### src/rtl/router_local_input_buffer.sv
// Local-port router input buffer: flit FIFO plus a framing FSM that requests a route and forwards whole packets.
// Define ROUTER_INBUF_STATS_EN to add the pkt_count_o / drop_count_o statistics outputs.
module router_local_input_buffer #(
    parameter int FLIT_WIDTH   = 32,
    parameter int BUFFER_DEPTH = 16
) (
    input  logic                          clock,
    input  logic                          reset,
    input  logic                          rx,
    input  logic [FLIT_WIDTH-1:0]         data_i,
    output logic                          credit_o,
    output logic                          req_o,
    output logic [FLIT_WIDTH-1:0]         dest_o,
    input  logic                          grant_i,
    output logic                          tx,
    output logic [FLIT_WIDTH-1:0]         data_o,
    input  logic                          credit_i,
    output logic                          busy_o,
    output logic [$clog2(BUFFER_DEPTH):0] occupancy_o
`ifdef ROUTER_INBUF_STATS_EN
    ,
    output logic [31:0]                   pkt_count_o,
    output logic [31:0]                   drop_count_o
`endif
);

    localparam int PTR_W = $clog2(BUFFER_DEPTH);
    localparam int CNT_W = PTR_W + 1;

    typedef enum logic [2:0] {
        S_IDLE,
        S_REQUEST,
        S_FWD_HEADER,
        S_FWD_SIZE,
        S_FWD_PAYLOAD
    } state_t;

    logic [FLIT_WIDTH-1:0] mem_q [BUFFER_DEPTH];
    logic [PTR_W-1:0]      wr_ptr_q, wr_ptr_d;
    logic [PTR_W-1:0]      rd_ptr_q, rd_ptr_d;
    logic [CNT_W-1:0]      count_q, count_d;
    logic [FLIT_WIDTH-1:0] remaining_q, remaining_d;
    state_t                state_q, state_d;
    logic                  wr_en;
    logic                  rd_en;
    logic                  last_xfer;
    logic [FLIT_WIDTH-1:0] head;

    // Full blocks writes even when a read frees a slot in the same cycle.
    assign credit_o    = (count_q != CNT_W'(BUFFER_DEPTH));
    assign wr_en       = rx & credit_o;
    assign head        = mem_q[rd_ptr_q];
    assign data_o      = head;
    assign dest_o      = head;
    assign occupancy_o = count_q;
    assign busy_o      = (state_q == S_FWD_HEADER) || (state_q == S_FWD_SIZE)
                         || (state_q == S_FWD_PAYLOAD);
    assign tx          = busy_o & (count_q != '0);
    assign rd_en       = tx & credit_i;

    always_ff @(posedge clock) begin
        if (!reset && wr_en) begin
            mem_q[wr_ptr_q] <= data_i;
        end
    end

    always_comb begin
        wr_ptr_d = wr_en ? wr_ptr_q + PTR_W'(1) : wr_ptr_q;
        rd_ptr_d = rd_en ? rd_ptr_q + PTR_W'(1) : rd_ptr_q;
        count_d  = count_q;
        case ({wr_en, rd_en})
            2'b10:   count_d = count_q + CNT_W'(1);
            2'b01:   count_d = count_q - CNT_W'(1);
            default: count_d = count_q;
        endcase
    end

    always_comb begin
        state_d     = state_q;
        remaining_d = remaining_q;
        req_o       = 1'b0;
        last_xfer   = 1'b0;
        case (state_q)
            S_IDLE: begin
                if (count_q != '0) state_d = S_REQUEST;
            end
            S_REQUEST: begin
                req_o = 1'b1;
                if (grant_i) state_d = S_FWD_HEADER;
            end
            S_FWD_HEADER: begin
                if (rd_en) state_d = S_FWD_SIZE;
            end
            S_FWD_SIZE: begin
                if (rd_en) begin
                    remaining_d = data_o;
                    if (data_o == '0) begin
                        state_d   = S_IDLE;
                        last_xfer = 1'b1;
                    end else begin
                        state_d = S_FWD_PAYLOAD;
                    end
                end
            end
            S_FWD_PAYLOAD: begin
                if (rd_en) begin
                    remaining_d = remaining_q - FLIT_WIDTH'(1);
                    if (remaining_q == FLIT_WIDTH'(1)) begin
                        state_d   = S_IDLE;
                        last_xfer = 1'b1;
                    end
                end
            end
            default: state_d = S_IDLE;
        endcase
    end

    always_ff @(posedge clock) begin
        if (reset) begin
            wr_ptr_q    <= '0;
            rd_ptr_q    <= '0;
            count_q     <= '0;
            remaining_q <= '0;
            state_q     <= S_IDLE;
        end else begin
            wr_ptr_q    <= wr_ptr_d;
            rd_ptr_q    <= rd_ptr_d;
            count_q     <= count_d;
            remaining_q <= remaining_d;
            state_q     <= state_d;
        end
    end

`ifdef ROUTER_INBUF_STATS_EN
    logic [31:0] pkt_count_q;
    logic [31:0] drop_count_q;

    always_ff @(posedge clock) begin
        if (reset) begin
            pkt_count_q  <= '0;
            drop_count_q <= '0;
        end else begin
            if (last_xfer) pkt_count_q <= pkt_count_q + 32'd1;
            if (rx && !credit_o) drop_count_q <= drop_count_q + 32'd1;
        end
    end

    assign pkt_count_o  = pkt_count_q;
    assign drop_count_o = drop_count_q;
`else
    logic unused_last_xfer;
    assign unused_last_xfer = last_xfer;
`endif

endmodule

### config.mk
export PLATFORM = sky130hd
export DESIGN_NAME = router_local_input_buffer
export DESIGN_NICKNAME = d
export VERILOG_FILES = /design/src/rtl/router_local_input_buffer.sv
export SDC_FILE = /design/constraint.sdc
export NUM_CORES = 1
export LEC_CHECK = 0
export CORE_ASPECT_RATIO = 1.2
export CORE_UTILIZATION = 30
export DETAILED_ROUTE_END_ITERATION = 8
export GPL_TIMING_DRIVEN = 0
export MAX_ROUTING_LAYER = met4
export SLEW_MARGIN = 20
export SYNTH_ARGS = -nofsm -noshare
export SYNTH_HDL_FRONTEND = slang
export SYNTH_SLANG_ARGS = --single-unit
### constraint.sdc
create_clock -name clock -period 4.4 [get_ports clock]
set_input_delay 1.1 -clock clock [delete_from_list [all_inputs] [get_ports clock]]
set_output_delay 1.1 -clock clock [all_outputs]
set_load 0.1 [all_outputs]
=== Word-level counts from Yosys, hierarchy flattened ===
Memory sizes are Yosys's and may differ from the RTL's. A register that Yosys moved wholly into a read port is not among the register bits.
Cells that the tools add are included.

* Muxes and demuxes: 17
* Div/mod/pow operators: 0
* Bitwise gates (word level): 3
* Shift-type cells: 0
* Eq/ne operators: 14
* $mul: 0
* Order comparisons: 0
* Reductions and logical operators: 11
* $add $sub $neg: 5

{| class="wikitable"
|+ Operators by type and width
! operator !! number
|-
| $mux 32 || 2
|-
| $pmux 32 s2 || 1
|-
| $eq 32x1->1 const B || 1
|-
| $logic_not 32->1 || 1
|-
| $sub 32x1->32 const B || 1
|-
| $mux 3 || 7
|-
| $pmux 3 s5 || 1
|-
| $ne 2x2->1 const B || 5
|-
| $pmux 5 s2 || 1
|-
| $add 4x1->4 const B || 2
|-
| $mux 4 || 2
|-
| $eq 3x2->1 const B || 2
|-
| $reduce_and 6->1 || 1
|-
| $add 5x1->5 const B || 1
|-
| $ne 5x5->1 const B || 1
|-
| $reduce_bool 5->1 || 1
|-
| $sub 5x1->5 const B || 1
|-
| $reduce_bool 2->1 || 2
|-
| $and 1x1->1 || 3
|-
| $eq 3x1->1 const B || 1
|-
| $eq 3x3->1 const B || 1
|-
| $logic_not 3->1 || 1
|-
| $mux 1 || 3
|-
| $reduce_and 3->1 || 1
|-
| 6 further kinds || 7
|}

* ROM bits: 0
* Logic and storage cells: 56
* Input bits: 37
* Output and inout bits: 73
* Register bits after elaboration: 48
* Latch bits: 0
* Memories kept: 1
* RAM bits: 512

{| class="wikitable"
|+ Memories
! memory !! words !! width !! read ports !! clocked after memory_dff !! write ports !! line !! RTL
|-
| mem_q || 16 || 32 || 1 || 1 || 1 || 38 || <nowiki>logic [FLIT_WIDTH-1:0] mem_q [BUFFER_DEPTH];</nowiki>
|}

=== Depth between registers and ports, before layout ===
* Depth after elaboration: 7
* Gate-level depth with buffers: 14
* Depth with buffers taken out: 13

=== Least setup slack after synthesis ===
No wires, ideal clock.

* Kind: register to register
* From: register state_q[1]
* To: register count_q[4], in the netlist occupancy_o[4]
* Setup slack: -0.464 ns
* Period minus slack after synthesis: 4.864 ns
* Required time: 4.329 ns
* Setup time: 0.071 ns
* Arrival time: 4.793 ns
* Path buffers: 0
* Cell stages (with the launch flop): 14
* Cell sequence: dfxtp_1 > inv_1 > o21ai_0 > nand3_1 > inv_1 > ha_1 > inv_1 > fa_1 > inv_1 > a21o_1 > a21oi_1 > xnor2_1 > or3_1 > a21oi_1

* Cells in the longest elaborated chain, start to end: 7
* Elaborated cells between the ends (all ways): 11
* Those cells by class: eq/ne: 5; mux: 1; bitwise: 2; reduce/logical: 3

{| class="wikitable"
|+ RTL lines
! item !! line !! RTL
|-
| from (decl) || 43 || <nowiki>state_t state_q, state_d;</nowiki>
|-
| from (signal assigned) || 130 || <nowiki>state_q <= state_d;</nowiki>
|-
| $eq 3x2->1 || 56 || <nowiki>assign busy_o = (state_q == S_FWD_HEADER) || (state_q == S_FWD_SIZE)</nowiki>
|-
| $logic_or 1x1->1 || 56 ||
|-
| $logic_or 1x1->1 * || 57 || <nowiki>|| (state_q == S_FWD_PAYLOAD);</nowiki>
|-
| net busy_o || 18 || <nowiki>output logic busy_o,</nowiki>
|-
| $and 1x1->1 * || 58 || <nowiki>assign tx = busy_o & (count_q != '0);</nowiki>
|-
| $and 1x1->1 * || 59 || <nowiki>assign rd_en = tx & credit_i;</nowiki>
|-
| net rd_en || 45 || <nowiki>logic rd_en;</nowiki>
|-
| $eq 2x1->1 or $eq 2x2->1 (tied branches) || 71 || <nowiki>case ({wr_en, rd_en})</nowiki>
|-
| $pmux 5 s2 or $reduce_bool 2->1 (tied branches) || -- ||
|-
| to (signal assigned) || 128 || <nowiki>count_q <= count_d;</nowiki>
|-
| to (decl) || 41 || <nowiki>logic [CNT_W-1:0] count_q, count_d;</nowiki>
|}

The timed path passes the listed nets; every way through them passes the cells marked *.
A chain may end at the register's enable or synchronous reset.

==> reports/qor.txt <==
status - complete, no violations
H-tree levels - 2
final core occ - 36.6%
synthesized instance count - 1,250
Max VDD drop - 0.261 mV
Pre-Repair DR Iteration Count - 5
Rows - 109
top-area cell type share of the netlist area - 68.7%
first-pass GRT wire length - 89,300 um
Worst Max-Slew Pin Slew - 1.04 ns
synthesized flop and latch total - 564
synth top area cells - edfxtp_1 (69%), mux4_2 (13%), dfxtp_1 (4.7%)
HP Class - flop to flop
R2R Setup Slk - 1.14 ns
CP Data Required Time - 3.30 ns
sequential share of the synthesized area - 73.3%
die outline height - 301 um
CP Launch Type - flop
Leak - 8.47 nW
Synth area leader - edfxtp_1
Die Footprint - 75,700 sq um
CTS tree - yes
syn nets - 1,299
Slew HR - 30.6%
deepest clock path buffer count - 3
Initial Util - 30.3%
Placer Congestion - 0.865
Final setup viols - 0
area delta synth->final - 20.8%
initial drt markers - 1,284
CTS clk-pin slew, worst paths - 0.06 ns
largest net degree at the start of global routing - 18
Vias/cell - 5.06
worst hold start - remaining_q[27]
fraction of registers with async set/reset - 0%
gr ovfl total - 0
crit path time final - 4.34 ns
crit path max fanout - 10
initial antenna violation count - 5
fillcell total - 6,822
Syn Area/Cell - 17.9 sq um
Vias - 12,600
EDFF count, synth - 512
synth unique cells - 44
ANT nets after route - 0
layout cell share with drive strength beyond 1 - 27.3%
clock sink count - 564
Slowest-stage cell, CP - clkbuf_1
Die X - 251 um
critical path buffer and inverter count - 4
ratio of final minimum period to clock period - 98.5%
Remaining DRCs - 0
crit path DAT - 3.24 ns
leading register cell type out of synthesis - edfxtp_1
Core Area - 73,800 sq um
crit-path max cell delay - 0.67 ns
DP Cell Count - 2,380
RSZ-0062 raised after global routing - false
PortBufs - 109
Slew Viols, Final - 0
delay-heaviest family, CP - buffers and inverters
max-cap viol count - 0
Synth warnings - 0
most used cell, CP - clkbuf_1
final net count - 1,487
vias in the first global route - 13,100
final wirelength - 61,000 um
hold buffer count at cts - 0
root buf cell - clkbuf_16
mapped cell area - 22,400 sq um
GRT Total Usage - 16.7%
total power - 0.0115 W
fmax - 231 MHz
total CTS buffers - 55
clk_skew - 0.0181 ns
I/O pin cnt - 110
final hold vios - 0
CP Class - flop to output pin
hpwl dp - 40,400 um
power per cell area - 425 nW/um^2
CP Capture Type - output pin
WHS - 0.491 ns
Critical Path, Cell by Cell - nor2b_1 -> clkbuf_1 -> clkbuf_1 -> a22oi_1 -> nand2_1 -> buf_4 -> buf_2
Clock Latency Late Sink - 0.64 ns
DR WL/cell - 24.5 um
Non-Filler Instances - 2,487
## final timing paths
kind                            depth (start not counted)         endpoint
worst max register to register                          9       state_q[2]
worst max-delay path                                    7       dest_o[12]
worst min register to register                          2  remaining_q[27]
worst min-delay path                                    2  remaining_q[27]
## power breakdown
group	internal [W]	switching [W]	leakage (nW)
combinational	0.000270	0.000752	2.59
sequential	0.00589	0.0000267	5.03
clock	0.00252	0.00203	0.847
total	0.00867	0.00281	8.47
## cells in the final DEF (no fill, tap or decap), types with 4 or more instances in the layout
cell,Yosys,routed
mux4_2,128,128
buf_2,4,52
and2_1,5,5
buf_12,0,14
nand3_1,10,10
xor2_1,7,7
or3_1,5,5
nand2b_1,7,7
nor2_1,92,76
o21ai_0,36,35
nand2_1,63,39
nand2_2,0,24
buf_6,0,6
clkbuf_2,0,13
buf_16,0,8
a211oi_1,7,7
clkinv_2,0,9
nor3_1,20,20
buf_1,16,4
buf_4,33,42
ha_1,11,11
clkdlybuf4s50_1,0,45
diode_2,0,5
clkinv_1,0,10
nor4_1,15,15
a31oi_1,9,9
nor2_4,0,16
o22ai_1,7,7
a21oi_1,38,38
inv_1,16,16
a22oi_1,71,71
clkbuf_16,0,56
dfxtp_1,52,52
clkbuf_1,47,46
nand4_1,7,7
edfxtp_1,512,512
clkdlybuf4s15_2,0,15
## registers in the layout (all words and copies together) (netlist names), named ones only
| name | flops |
|---|---|
| state_q | 3 |
| rd_ptr_q | 4 |
| mem_q | 512 |
| occupancy_o | 5 |
| remaining_q | 32 |
| wr_ptr_q | 4 |
## worst reg2reg max path, delay by kind of cell (launching register included)
| family | cells | cell delay [ns] |
|---|---|---|
| flip-flops | 1 | 0.37 |
| AO/OA/AOI/OAI | 3 | 0.69 |
| buffers and inverters | 2 | 0.56 |
| multiplexers | 1 | 0.58 |
| AND/OR/NAND/NOR | 3 | 0.92 |
## routing by layer
metal	routed length (um)	track usage (%)	up-vias
li1	-	-	5403
met1	24200	20.5	6577
met2	30300	27.7	499
met3	4450	3.17	109
met4	2120	6.11	0
met5	0	-	-
## stage by stage
step / instance area [sq um] / TNS [ns] / worst slack, ns
after global routing: 27000 / 0 / 0.00132
final: 27000 / 0 / 0.0646
after CTS: 27000 / -0.156 / -0.101
after floorplan: 22400 / 0 / 0.0316
after global placement: 24700 / -767.69 / -1.54
after detailed placement: 25300 / -48.07 / -1.01
## layout make-up
| cell class | instances | area, sq um | share of cell area (%) |
|---|---|---|---|
| diodes | 5 | 12.5 | 0.0463 |
| repair buffers | 131 | 1370 | 5.07 |
| inverters | 16 | 60.1 | 0.222 |
| flip-flops and latches | 564 | 16400 | 60.7 |
| multi-input cells | 570 | 5580 | 20.6 |
| clock inverters | 28 | 255 | 0.944 |
| plain buffers | 100 | 599 | 2.22 |
| clock buffers | 74 | 1490 | 5.51 |
| well taps | 999 | 1250 | 4.62 |
## kinds of logic (layout without fill, tap and decap cells)
logic type / after synthesis / after routing / share of synthesized area [%]
flip-flops: 564 / 564 / 73.3
other: 0 / 5 / 0
buffers and inverters: 116 / 349 / 2.52
AND/OR/NAND/NOR: 238 / 238 / 4.89
adder cells (fa/ha/maj): 12 / 12 / 0.704
XOR/XNOR: 10 / 10 / 0.391
AO/OA/AOI/OAI: 181 / 181 / 5.23
multiplexers: 129 / 129 / 12.9
## cell usage after synthesis (16+ instances only)
cell / number
buf_4: 33
nor2_1: 92
nor3_1: 20
a21oi_1: 38
buf_1: 16
a22oi_1: 71
dfxtp_1: 52
nand2_1: 63
mux4_2: 128
clkbuf_1: 47
edfxtp_1: 512
inv_1: 16
o21ai_0: 36
## timing repair
action	4_1_cts	5_1_grt
resized for setup	360	37
setup endpoints to repair	64	42
buffers inserted	0	0
No activity file was read; power rests on OpenSTA's default activity.
